===== src/rtl/alu_arbiter.sv =====
// Round-robin arbiter that lets two requesters share one combinational ALU.
// Handles one operation at a time: grant, hold operands for EXEC_CYCLES, then present the response.
module alu_arbiter #(
  parameter int unsigned EXEC_CYCLES = 2
) (
  input  logic        clk,
  input  logic        reset,
  input  logic        req0_valid,
  output logic        req0_ready,
  input  logic [31:0] req0_a,
  input  logic [31:0] req0_b,
  input  logic [3:0]  req0_ctrl,
  input  logic [4:0]  req0_shamt,
  input  logic        req1_valid,
  output logic        req1_ready,
  input  logic [31:0] req1_a,
  input  logic [31:0] req1_b,
  input  logic [3:0]  req1_ctrl,
  input  logic [4:0]  req1_shamt,
  output logic [31:0] alu_a,
  output logic [31:0] alu_b,
  output logic [3:0]  alu_control,
  output logic [4:0]  alu_shamt,
  input  logic [31:0] alu_result,
  input  logic        alu_zero,
  output logic        rsp_valid,
  input  logic        rsp_ready,
  output logic        rsp_id,
  output logic [31:0] rsp_result,
  output logic        rsp_zero,
  output logic        rsp_err
);

  typedef enum logic [1:0] {IDLE, EXEC, RESP} state_t;

  localparam logic [3:0] LAST_COUNT = 4'(EXEC_CYCLES - 1);

  state_t      state, next_state;
  logic        last_grant;
  logic        owner;
  logic        grant;
  logic        handshake;
  logic        exec_done;
  logic        ctrl_ok;
  logic [3:0]  count;

  // With both requesters pending, the one not served last wins.
  always_comb begin
    grant = 1'b0;
    if (req0_valid && req1_valid) grant = ~last_grant;
    else if (req1_valid)          grant = 1'b1;
  end

  always_comb begin
    ctrl_ok = 1'b0;
    case (alu_control)
      4'b0000, 4'b0001, 4'b0010, 4'b0011,
      4'b0110, 4'b0111, 4'b1100: ctrl_ok = 1'b1;
      default:                   ctrl_ok = 1'b0;
    endcase
  end

  always_ff @(posedge clk) begin
    if (reset) state <= IDLE;
    else       state <= next_state;
  end

  always_comb begin
    next_state = state;
    req0_ready = 1'b0;
    req1_ready = 1'b0;
    handshake  = 1'b0;
    exec_done  = 1'b0;
    rsp_valid  = 1'b0;
    case (state)
      IDLE: begin
        req0_ready = req0_valid && !grant;
        req1_ready = req1_valid && grant;
        handshake  = req0_ready || req1_ready;
        if (handshake) next_state = EXEC;
      end
      EXEC: begin
        exec_done = (count == LAST_COUNT);
        if (exec_done) next_state = RESP;
      end
      RESP: begin
        rsp_valid = 1'b1;
        if (rsp_ready) next_state = IDLE;
      end
      default: next_state = IDLE;
    endcase
  end

  // Operand registers feed the ALU directly, so they only change on a new grant.
  always_ff @(posedge clk) begin
    if (reset) begin
      alu_a       <= '0;
      alu_b       <= '0;
      alu_control <= '0;
      alu_shamt   <= '0;
      owner       <= 1'b0;
      last_grant  <= 1'b1;
      count       <= '0;
      rsp_id      <= 1'b0;
      rsp_result  <= '0;
      rsp_zero    <= 1'b0;
      rsp_err     <= 1'b0;
    end else begin
      if (handshake) begin
        alu_a       <= grant ? req1_a     : req0_a;
        alu_b       <= grant ? req1_b     : req0_b;
        alu_control <= grant ? req1_ctrl  : req0_ctrl;
        alu_shamt   <= grant ? req1_shamt : req0_shamt;
        owner       <= grant;
        last_grant  <= grant;
        count       <= '0;
      end else if (exec_done) begin
        count <= '0;
      end else if (state == EXEC) begin
        count <= count + 4'd1;
      end

      // Unsupported codes report an error and mask whatever the ALU produced.
      if (exec_done) begin
        rsp_id     <= owner;
        rsp_result <= ctrl_ok ? alu_result : 32'd0;
        rsp_zero   <= ctrl_ok ? alu_zero : 1'b1;
        rsp_err    <= ~ctrl_ok;
      end
    end
  end

endmodule


===== config.mk =====
export PLATFORM = sky130hd
export DESIGN_NAME = alu_arbiter
export DESIGN_NICKNAME = d
export VERILOG_FILES = /design/src/rtl/alu_arbiter.sv
export SDC_FILE = /design/constraint.sdc
export NUM_CORES = 1
export LEC_CHECK = 0
export ABC_AREA = 1
export ABC_CLOCK_PERIOD_IN_PS = 3160
export BUFFER_PORTS_ARGS = -buffer_cell sky130_fd_sc_hd__buf_2
export CAP_MARGIN = 30
export CORE_MARGIN = 2
export CORE_UTILIZATION = 30
export DETAILED_ROUTE_END_ITERATION = 10
export PLACE_DENSITY_LB_ADDON = 0.12
export SLEW_MARGIN = 0
export SYNTH_ARGS = -nofsm -noshare
export SYNTH_HDL_FRONTEND = slang
export SYNTH_SLANG_ARGS = --single-unit

===== constraint.sdc =====
create_clock -name clk -period 3.16 [get_ports clk]
set_input_delay 0.632 -clock clk [delete_from_list [all_inputs] [get_ports clk]]
set_output_delay 0.632 -clock clk [all_outputs]
set_load 0.02 [all_outputs]

Yosys cells after proc, flatten, opt, wreduce, memory -nomap -nowiden

Cells that the tools add are included.

Logic and storage cells: 55
Input bits: 184
Output and inout port bits: 111
Register bits: 116

Add/sub/neg operators: 1
Reduce and logical (&&, ||, !) cells: 10
Mux-type cells: 18
Eq/ne operators: 12
Bitwise logic cells: 2

Operators by type and width:

| operator                                                         | number |
|---|---|
| 32-bit two-way mux                                               | 3 |
| 1-bit two-way mux                                                | 9 |
| 4-bit by 1-bit == test with 1-bit output (second input constant) | 2 |
| 4-bit by 2-bit == test with 1-bit output (second input constant) | 2 |
| 4-bit by 3-bit == test with 1-bit output (second input constant) | 2 |
| 7-bit OR reduction                                               | 1 |
| 2-bit two-way mux                                                | 3 |
| 2-bit != test (second input constant)                            | 3 |
| 2-bit one-hot mux with 3 select lines                            | 1 |
| 5-bit two-way mux                                                | 1 |
| 4-bit by 1-bit adder with 4-bit output (second input constant)   | 1 |
| 4-bit == test (second input constant)                            | 1 |
| 4-bit zero test                                                  | 1 |
| 4-bit two-way mux                                                | 1 |
| 1-bit logical AND                                                | 3 |
| 3-bit AND reduction                                              | 1 |
| 3-bit OR reduction                                               | 1 |
| 2-bit by 1-bit == test with 1-bit output (second input constant) | 1 |
| 2-bit == test (second input constant)                            | 1 |
| 2-bit zero test                                                  | 1 |
| 1-bit inverter                                                   | 2 |
| 1-bit zero test                                                  | 1 |
| 1-bit logical OR                                                 | 1 |

Depth between registers and ports, before layout

Gate-level depths: netlist (run 1).

Word-level depth: 7
Depth in mapped cells: 8
Depth with buffers taken out: 7

Worst setup path before layout (run 1)

Ideal clock, no wire load.

Kind: input -> output
From: input req0_valid
To: output req0_ready
Arrival time: 1.408 ns
Cell stages on the path: 6
Buffers on the path: 2
Slack: 1.120 ns
Required time: 2.528 ns
Cell sequence: nand2_1 -> nand2_1 -> buf_4 -> buf_4 -> nand2_1 -> nor2_1

Longest elaborated chain between the ends: 5

Ends and longest elaborated chain:

| element             | RTL line | source |
|---|---|---|
| start, declared     | 8        | `input logic req0_valid,` |
| 1-bit logical AND   | 50       | `if (req0_valid && req1_valid) grant = ~last_grant;` |
| 1-bit two-way mux   | 50       |  |
| 1-bit zero test     | 77       | `req0_ready = req0_valid && !grant;` |
| 1-bit logical AND * | 77       |  |
| 1-bit two-way mux * | 75       | `case (state)` |
| end, declared       | 9        | `output logic req0_ready,` |

Mark *: on every way between the ends. The rest lies on a longest branch, timed or not.

Worst setup path in the final report (run 1)

From: register state[1]
To: output req1_ready

Longest elaborated chain between the ends: 2

Ends and longest elaborated chain:

| element                | RTL line | source |
|---|---|---|
| start, declared        | 38       | `state_t state, next_state;` |
| start signal, assigned | 65       | `else state <= next_state;` |
| 2-bit zero test        | 75       |  |
| 1-bit two-way mux      | 75       |  |
| end, declared          | 15       | `output logic req1_ready,` |

Every way passes these cells.

==> impl_metrics.yaml, run 1 <==
cts:
  clk_pin_slew_ns: 0.06
  cts_buffer_depth: 2
  cts_tree: "built"
  clk_latency_ns: 0.41
  htree_levels: 4
  postCtsSetupBuffers: 0
  cts_hold_buffers: 0
  cts.sink_count: 116
  cts_repair_resize_count: 0
  numCtsBuffers: 17
  root_buffer: "clkbuf_16"
setup_path:
  critPathMaxFanout: 3
  crit_required_ns: 2.53
  critical_path_class: "reg2out"
  cp-start-kind: "register"
  critPathCaptureType: "primary output"
  r2r_slack_ns: 1.43
  cp_data_arrival_time_ns: 1.58
placement:
  placed_area_sq_um: 7740
  dp_slack_ns: 1.15
  port_buffers: 294
  place.gp.congestion: 0.815
  dp_hpwl_microns: 13200
run:
  cap_violations: 0
floorplan:
  io_pins: 295
  die_area_sq_um: 21700
  fp.dieW_microns: 147
  die_h_microns: 147
  core_sq_um: 20200
  start_util_pct: 30.5
  num_rows: 52
synthesis:
  synth_area_leader_cell: "dfxtp_1"
  synth_area_leaders: "dfxtp_1 (38%), nand2_1 (25%), nor2_1 (12%)"
  avgSynthCellArea_sq_um: 5.85
  yosysWarnings: 0
  synth.distinct_cells: 22
  synthesis.area_sq_um: 6150
  yosysTopAreaCellShare_pct: 37.7
  ys_seq_area_share_pct: 37.7
  synthesis.nets: 1237
  syn_inst: 1051
  ys_seq_elements: 116
routing:
  viasPerCell: 4.18
  num_vias: 6654
  final_antenna_net_count: 0
  drc: 0
  drt_pass1_iterations: 4
  first_iter_violations: 294
  routedWlPerCell_microns: 12.1
  wl_microns: 19200
global_route:
  grt_pass1_wl_microns: 30700
  overflow: 0
  grt_max_degree: 100
  grt_pass1_vias: 6048
  grt_usage_pct: 17.6
  antenna_found_initial: 0
sta:
  finalSetupViolations: 0
  rsz0062_at_grt: "no"
  skew_ns: 0.00822
  setup_slack_ns: 0.946
  drv_slew: 0
  hold_viol: 0
  worst_pin_slew_ns: 0.800
  fin_crit_sh_pct: 70.1
  fin_tns_setup_ns: 0
  min_period_ns: 2.21
  hold_ws_ns: 0.465
  max_freq_ghz: 0.452
  slew_headroom_pct: 46.5
pwr:
  leakagePower_nw: 4.99
  powerDensity_nw_per_um2: 552
  irDropWorstVdd_uv: 318
min_path:
  hp-class: "in2reg"
finish:
  drive_gt1_share_pct: 25.9
  fin_nets: 1495
  fin_area_sq_um: 8300
  syn_to_final_growth_pct: 34.9
  antenna_cells: 0
status:
  status: "finished, final reports clean"
[layout by cell type, fill, tap and decap left out]
cell        count
clkbuf_1        3
o21ai_0         2
a21oi_1         4
nand3_1       107
clkbuf_8        3
inv_2           1
dfxtp_1       116
buf_2         294
nand2_2         2
ha_1            2
o21ai_1         1
clkinv_2        6
or2_2           1
clkinvlp_4      2
nand2_1       406
nand3b_1        2
nor2_4          2
buf_16          1
nor2_1        193
clkbuf_16      17
clkinv_4        1
buf_4           7
nand3_2         1
bufinv_16       1
o21ai_4         1
xor2_1          2
o21bai_1        1
buf_12          2
inv_1         141
[cells in the mapped netlist, drive strengths merged]
master  number
nand2      408
dfxtp      116
a21oi        4
buf         51
nor2       195
o21bai       1
ha           2
nand3b       2
inv        143
clkbuf      14
o21ai        4
xor2         2
nand3      108
or2          1
[worst paths after layout]
check / startpoint / endpoint / cells past startpoint
min reg2reg: rsp_err$_SDFFE_PP0P_ / rsp_err$_SDFFE_PP0P_ / 2
max: state[1]$_SDFFE_PP0P_ / req1_ready / 4
min: reset / state[0]$_SDFFE_PP0P_ / 2
max reg2reg: count[0]$_SDFFE_PP0P_ / rsp_result[24]$_SDFFE_PP0P_ / 6
[routing by layer]
| metal | track usage, % | up-vias | wire [microns] |
|---|---|---|---|
| met4 | 5.87 | 0 | 346 |
| met5 | 0 | - | 0 |
| met2 | 29.1 | 194 | 8790 |
| li1 | - | 3604 | - |
| met1 | 22.1 | 2836 | 8830 |
| met3 | 5.06 | 20 | 1250 |
[power by group]
group | switching, mW | internal, mW | total [mW] | leakage, nW
sequential | 0.0664 | 1.60 | 1.67 | 0.955
clock | 0.674 | 1.14 | 1.81 | 0.273
combinational | 0.711 | 0.395 | 1.11 | 3.76
[sequential cells by signal (all words and copies together), names as in the netlist]
register and count:
alu_a 32, alu_b 32, alu_control 4, alu_shamt 5
count 4, last_grant 1, owner 1, rsp_err 1
rsp_id 1, rsp_result 32, rsp_zero 1, state 2
[layout make-up]
cell class | instances | area (sq um)
fill | 2287 | 11900
multi-input combinational | 727 | 2950
sequential | 116 | 2320
timing repair buffer | 304 | 1590
inverter | 143 | 538
clock buffer | 23 | 478
tap | 270 | 338
clock inverter | 9 | 78.8
[cells by family (layout without fill, tap and decap cells)]
logic type	count (synthesis)	in the layout	share of synthesized area, %
AO/OA/AOI/OAI	9	9	0.834
AND/OR/NAND/NOR	714	714	46.2
adder cells (fa/ha/maj)	2	2	0.407
buffers and inverters	208	479	14.5
flip-flops	116	116	37.7
XOR/XNOR	2	2	0.285
[critical path, cell delays in order, from the launching register on]
cell	delay, ns
dfxtp_1	0.35
nor2_1	0.35
inv_1	0.10
nor2_1	0.17
buf_2	0.20
[per-stage QoR]
step                      utilization (%)  cells  power (mW)
final                                41.1   1592        4.58
after global routing                 41.1   1592        4.87
after floorplan                         -   1051        2.44
after global placement               38.2   1559        2.81
after detailed placement             38.4   1560        2.82
after CTS                            41.1   1592        4.66
(Power assumes the default switching activity.)
==> run 2, diff against run 1 <==
--- a/config.mk
+++ b/config.mk
@@ -6,7 +6,7 @@
 export NUM_CORES = 1
 export LEC_CHECK = 0
 export ABC_AREA = 1
-export ABC_CLOCK_PERIOD_IN_PS = 3160
+export ABC_CLOCK_PERIOD_IN_PS = 1810
 export BUFFER_PORTS_ARGS = -buffer_cell sky130_fd_sc_hd__buf_2
 export CAP_MARGIN = 30
 export CORE_MARGIN = 2
==> constraint.sdc (replaced) <==
create_clock -name clk -period 1.81 [get_ports clk]
set_input_delay 0.362 -clock clk [delete_from_list [all_inputs] [get_ports clk]]
set_output_delay 0.362 -clock clk [all_outputs]
set_load 0.02 [all_outputs]
==> impl_metrics.yaml, run 2 (synthesis gave the netlist of run 1 again) <==
sta:
  skew_ns: 0.0115
  fin_crit_sh_pct: 94.2
  hold_viol: 0
  hold_ws_ns: 0.227
  worst_pin_slew_ns: 0.475
  slew_headroom_pct: 68.4
  rsz0062_at_grt: "no"
  finalSetupViolations: 0
  setup_slack_ns: 0.106
  max_freq_ghz: 0.587
  fin_tns_setup_ns: 0
  drv_slew: 0
  min_period_ns: 1.70
global_route:
  grt_pass1_vias: 6081
  antenna_found_initial: 2
  grt_pass1_wl_microns: 30100
  grt_usage_pct: 17.1
  overflow: 0
  grt_max_degree: 50
finish:
  multi_input_area_sq_um: 2960
  drive_gt1_share_pct: 26.8
  fin_nets: 1507
  nFillCells: 2257
  final_cell_mix: "nand2_1 (406), buf_2 (293), nor2_1 (191), inv_1 (141), dfxtp_1 (116)"
  antenna_cells: 0
  syn_to_final_growth_pct: 38.1
  top_regs: "alu_a x32, alu_b x32, rsp_result x32"
  layout_commonest_cell: "nand2_1"
  ff_latch_area_sq_um: 2320
min_path:
  min_to: "rsp_err$_SDFFE_PP0P_"
  hp-start: "reset"
  hold_depth: 2
  hp-class: "in2reg"
pwr:
  p_int_mw: 5.68
  seqPwrFrac_pct: 35.5
  switchingPower_mw: 2.52
  powerDensity_nw_per_um2: 966
  p_total_mw: 8.21
  p_comb_share_pct: 24.2
  irDropWorstVdd_uv: 585
  leakagePower_nw: 5.09
  pwr-share-clk_pct: 40.3
  switching_share_pct: 30.7
cts:
  clk_latency_ns: 0.41
  cts_buffer_depth: 2
  clk_pin_slew_ns: 0.05
  postCtsSetupBuffers: 0
  htree_levels: 4
  numCtsBuffers: 17
  root_buffer: "clkbuf_16"
  cts.sink_count: 116
  cts_tree: "built"
setup_path:
  crit_path_top_delay_cell: "dfxtp_1"
  r2r-start: "count[0]$_SDFFE_PP0P_"
  critPathCaptureType: "primary output"
  worst_r2r_endpoint: "rsp_err$_SDFFE_PP0P_"
  rr_worst_depth: 6
  critical_path_class: "reg2out"
  slowest_delay_ns: 0.36
  cp_data_arrival_time_ns: 1.34
  critPathMaxFanout: 3
  crit_required_ns: 1.45
  r2r_slack_ns: 0.48
  cp-start-kind: "register"
  cp_cell_sequence: "nor2_4 -> inv_1 -> nor2_1 -> buf_4"
floorplan:
  core_sq_um: 20200
  start_util_pct: 30.5
  die_area_sq_um: 21700
  fp.dieW_microns: 147
  num_rows: 52
  die_h_microns: 147
  io_pins: 295
placement:
  place.gp.congestion: 0.787
  dp_hpwl_microns: 13700
  port_buffers: 294
  dp_slack_ns: 0.342
status:
  status: "finished, final reports clean"
run:
  cap_violations: 0
routing:
  drc: 0
  final_antenna_net_count: 0
  first_iter_violations: 288
  wl_microns: 18800
  routedWlPerCell_microns: 11.7
  num_vias: 6690
  viasPerCell: 4.18
  drt_pass1_iterations: 4
[run 2: cell count changes in the layout (fill, tap and decap cells not counted), moves of 2 or more]
| cell | change |
|---|---|
| buf_12 | +7 |
| buf_4 | +7 |
| clkbuf_1 | -3 |
| nor2_1 | -2 |
[run 2: worst max-delay path by stage]
stage,startpoint,cells past startpoint,end,slack [ns]
detailed placement,req1_valid,6,alu_control[1]$_SDFFE_PP0P_,0.34
finish,state[1]$_SDFFE_PP0P_,4,req1_ready,0.11
global route,state[1]$_SDFFE_PP0P_,4,req1_ready,0.008
global placement,req0_valid,6,req0_ready,0.37
CTS,state[1]$_SDFFE_PP0P_,4,req1_ready,0.005
floorplan,req0_valid,6,req0_ready,0.31
[run 2: what timing repair did]
item,CTS,global route
endpoints found under the setup margin,2,1
gates resized for setup,1,3
endpoints found under the hold margin,0,0
hold buffers,0,0
[run 2: worst max-delay path: cells and delay by family (launching register included)]
kind / cells / cell delay (ns)
flops: 1 / 0.36
simple gates: 2 / 0.33
buf+inv: 2 / 0.24
[run 2: cell type report]
cell class | instances | share of cell area [%]
timing repair buffer | 316 | 20.6
sequential | 116 | 27.3
clock inverter | 9 | 1.22
inverter | 143 | 6.33
clock buffer | 21 | 5.66
tap | 270 | 3.98
multi-input combinational | 727 | 34.9
[run 2: metrics by stage]
stage          cells  area [sq um]  utilization [%]
2_1_floorplan   1051          6150                -
3_5_place_dp    1572          7900             39.2
6_report        1602          8500             42.1
5_1_grt         1602          8500             42.1
4_1_cts         1602          8490             42.1
3_3_place_gp    1572          7900             39.2
[run 2: power by group through the flow]
| stage | Combinational [mW] | Sequential (mW) | Clock [mW] |
|---|---|---|---|
| after floorplan | 1.02 | 3.23 | 0 |
| after global placement | 2.01 | 2.96 | 0 |
| after detailed placement | 2.01 | 2.96 | 0 |
| after CTS | 2.02 | 2.91 | 3.41 |
| after global routing | 2.25 | 2.94 | 3.53 |
| final | 1.99 | 2.91 | 3.31 |
[run 2: layer usage]
metal  global-route usage [%]  share of wire, %
met1                     20.8                44
met4                     5.72               1.5
met5                        0              0.13
met2                     28.3                46
met3                     5.96               8.5
==> run 3, diff against run 2 <==
--- a/config.mk
+++ b/config.mk
@@ -9,8 +9,10 @@
 export ABC_CLOCK_PERIOD_IN_PS = 1810
 export BUFFER_PORTS_ARGS = -buffer_cell sky130_fd_sc_hd__buf_2
 export CAP_MARGIN = 30
+export CELL_PAD_IN_SITES_DETAIL_PLACEMENT = 1
+export CELL_PAD_IN_SITES_GLOBAL_PLACEMENT = 1
 export CORE_MARGIN = 2
-export CORE_UTILIZATION = 30
+export CORE_UTILIZATION = 27
 export DETAILED_ROUTE_END_ITERATION = 10
 export PLACE_DENSITY_LB_ADDON = 0.12
 export SLEW_MARGIN = 0
==> impl_metrics.yaml, run 3 (synthesis gave the netlist of run 1 again) <==
global_route:
  grt_usage_pct: 18.1
  grt_pass1_vias: 6997
  grt_pass1_wl_microns: 34700
  antenna_found_initial: 3
  grt_max_degree: 74
  overflow: 0
floorplan:
  die_h_microns: 155
  num_rows: 55
  start_util_pct: 27.3
  die_area_sq_um: 24000
  fp.dieW_microns: 155
  core_sq_um: 22500
  io_pins: 295
finish:
  syn_to_final_growth_pct: 38.1
  antenna_cells: 0
  drive_gt1_share_pct: 26.8
  fin_nets: 1507
  layout_commonest_cell: "nand2_1"
  top_regs: "alu_a x32, alu_b x32, rsp_result x32"
  final_core_util_pct: 37.8
  fin_area_sq_um: 8500
  final_cell_mix: "nand2_1 (406), buf_2 (293), nor2_1 (191), inv_1 (141), dfxtp_1 (114)"
  final_cells: 1617
placement:
  port_buffers: 294
  place.gp.congestion: 0.766
  dp_hpwl_microns: 15500
  placed_area_sq_um: 7920
  placedCellCount: 1586
cts:
  clk_latency_ns: 0.41
  cts_hold_buffers: 0
  clk_pin_slew_ns: 0.06
  cts_buffer_depth: 2
  root_buffer: "clkbuf_16"
  cts.sink_count: 116
  cts_tree: "built"
  htree_levels: 4
  numCtsBuffers: 17
pwr:
  powerDensity_nw_per_um2: 949
  leakagePower_nw: 5.07
  irDropWorstVdd_uv: 421
sta:
  max_freq_ghz: 0.583
  fin_crit_sh_pct: 94.7
  skew_ns: 0.00986
  worst_pin_slew_ns: 0.377
  hold_viol: 0
  hold_ws_ns: 0.204
  slew_headroom_pct: 74.9
  rsz0062_at_grt: "no"
  min_period_ns: 1.71
  finalSetupViolations: 0
  drv_slew: 0
  fin_tns_setup_ns: 0
routing:
  wl_microns: 21500
  drt_pass1_iterations: 6
  final_antenna_net_count: 0
  dr_wl_met2_microns: 10300
  viasPerCell: 4.31
  drt-met1-wl_microns: 9220
  highest_layer: "met5"
  routedWlPerCell_microns: 13.3
  first_iter_violations: 286
  num_vias: 6971
  wl_met3_microns: 1530
  drc: 0
status:
  status: "finished, final reports clean"
setup_path:
  cp-start-kind: "register"
  worstSetupStartpoint: "state[0]$_SDFFE_PP0P_"
  r2r_slack_ns: 0.33
  critical_path_class: "reg2out"
  rr_worst_depth: 8
  critPathCaptureType: "primary output"
  crit_required_ns: 1.45
  critPathMaxFanout: 5
  r2r-start: "state[0]$_SDFFE_PP0P_"
  cp_data_arrival_time_ns: 1.35
min_path:
  hold_depth: 2
  hp-class: "in2reg"
  hp-start: "reset"
run:
  cap_violations: 0
-- run 3: changes by cell type in the layout (fill, tap and decap cells not counted), moves of 2 or more --
cell,before,now
dfxtp_1,116,114
dfxtp_2,0,2
clkbuf_1,0,2
nand2_2,2,0
clkbuf_8,4,1
-- run 3: report_power, final --
part           switching [mW]  total (mW)  internal, mW  leakage [nW]
Clock                    1.21        3.10          1.89         0.257
Sequential              0.120        2.91          2.79         0.955
Combinational            1.29        2.04         0.757          3.85
-- run 3: path summary, 6_finish.rpt --
| kind | end |
|---|---|
| worst max-delay path | req0_ready |
| worst min-delay path | state[0]$_SDFFE_PP0P_ |
| worst max register to register | alu_a[16]$_SDFFE_PP0P_ |
| worst min register to register | rsp_err$_SDFFE_PP0P_ |
-- run 3: routing by layer --
| layer | up-vias | global-route usage, % |
|---|---|---|
| met5 | - | 0 |
| met4 | 6 | 6.08 |
| met3 | 30 | 6.07 |
| met2 | 189 | 31.3 |
| met1 | 3123 | 20.9 |
| li1 | 3623 | - |
-- run 3: critical path, stage by stage (launching register included) --
cell     delay [ns]
dfxtp_1        0.38
nor2_4         0.16
inv_1          0.07
nor2_1         0.14
buf_2          0.18
-- run 3: final cells by class --
type                    count  area [sq um]
well taps                 285           357
clock inverters            10          86.3
inverters                 143           538
multi-input cells         727          2980
clock buffers              20           447
fillers                  3086         14000
repair buffers            316          1760
flip-flops and latches    116          2320
-- run 3: per-stage QoR --
step,power (mW),setup WS [ns]
floorplan,4.25,0.310
global placement,5.00,0.256
detailed placement,5.03,0.240
CTS,8.21,0.00248
global route,8.60,0.00163
finish,8.06,0.0955
-- run 3: what timing repair did --
item	CTS	global route
endpoints found under the setup margin	2	3
setup buffers	0	1
gates resized for setup	3	6
pin swaps	0	1
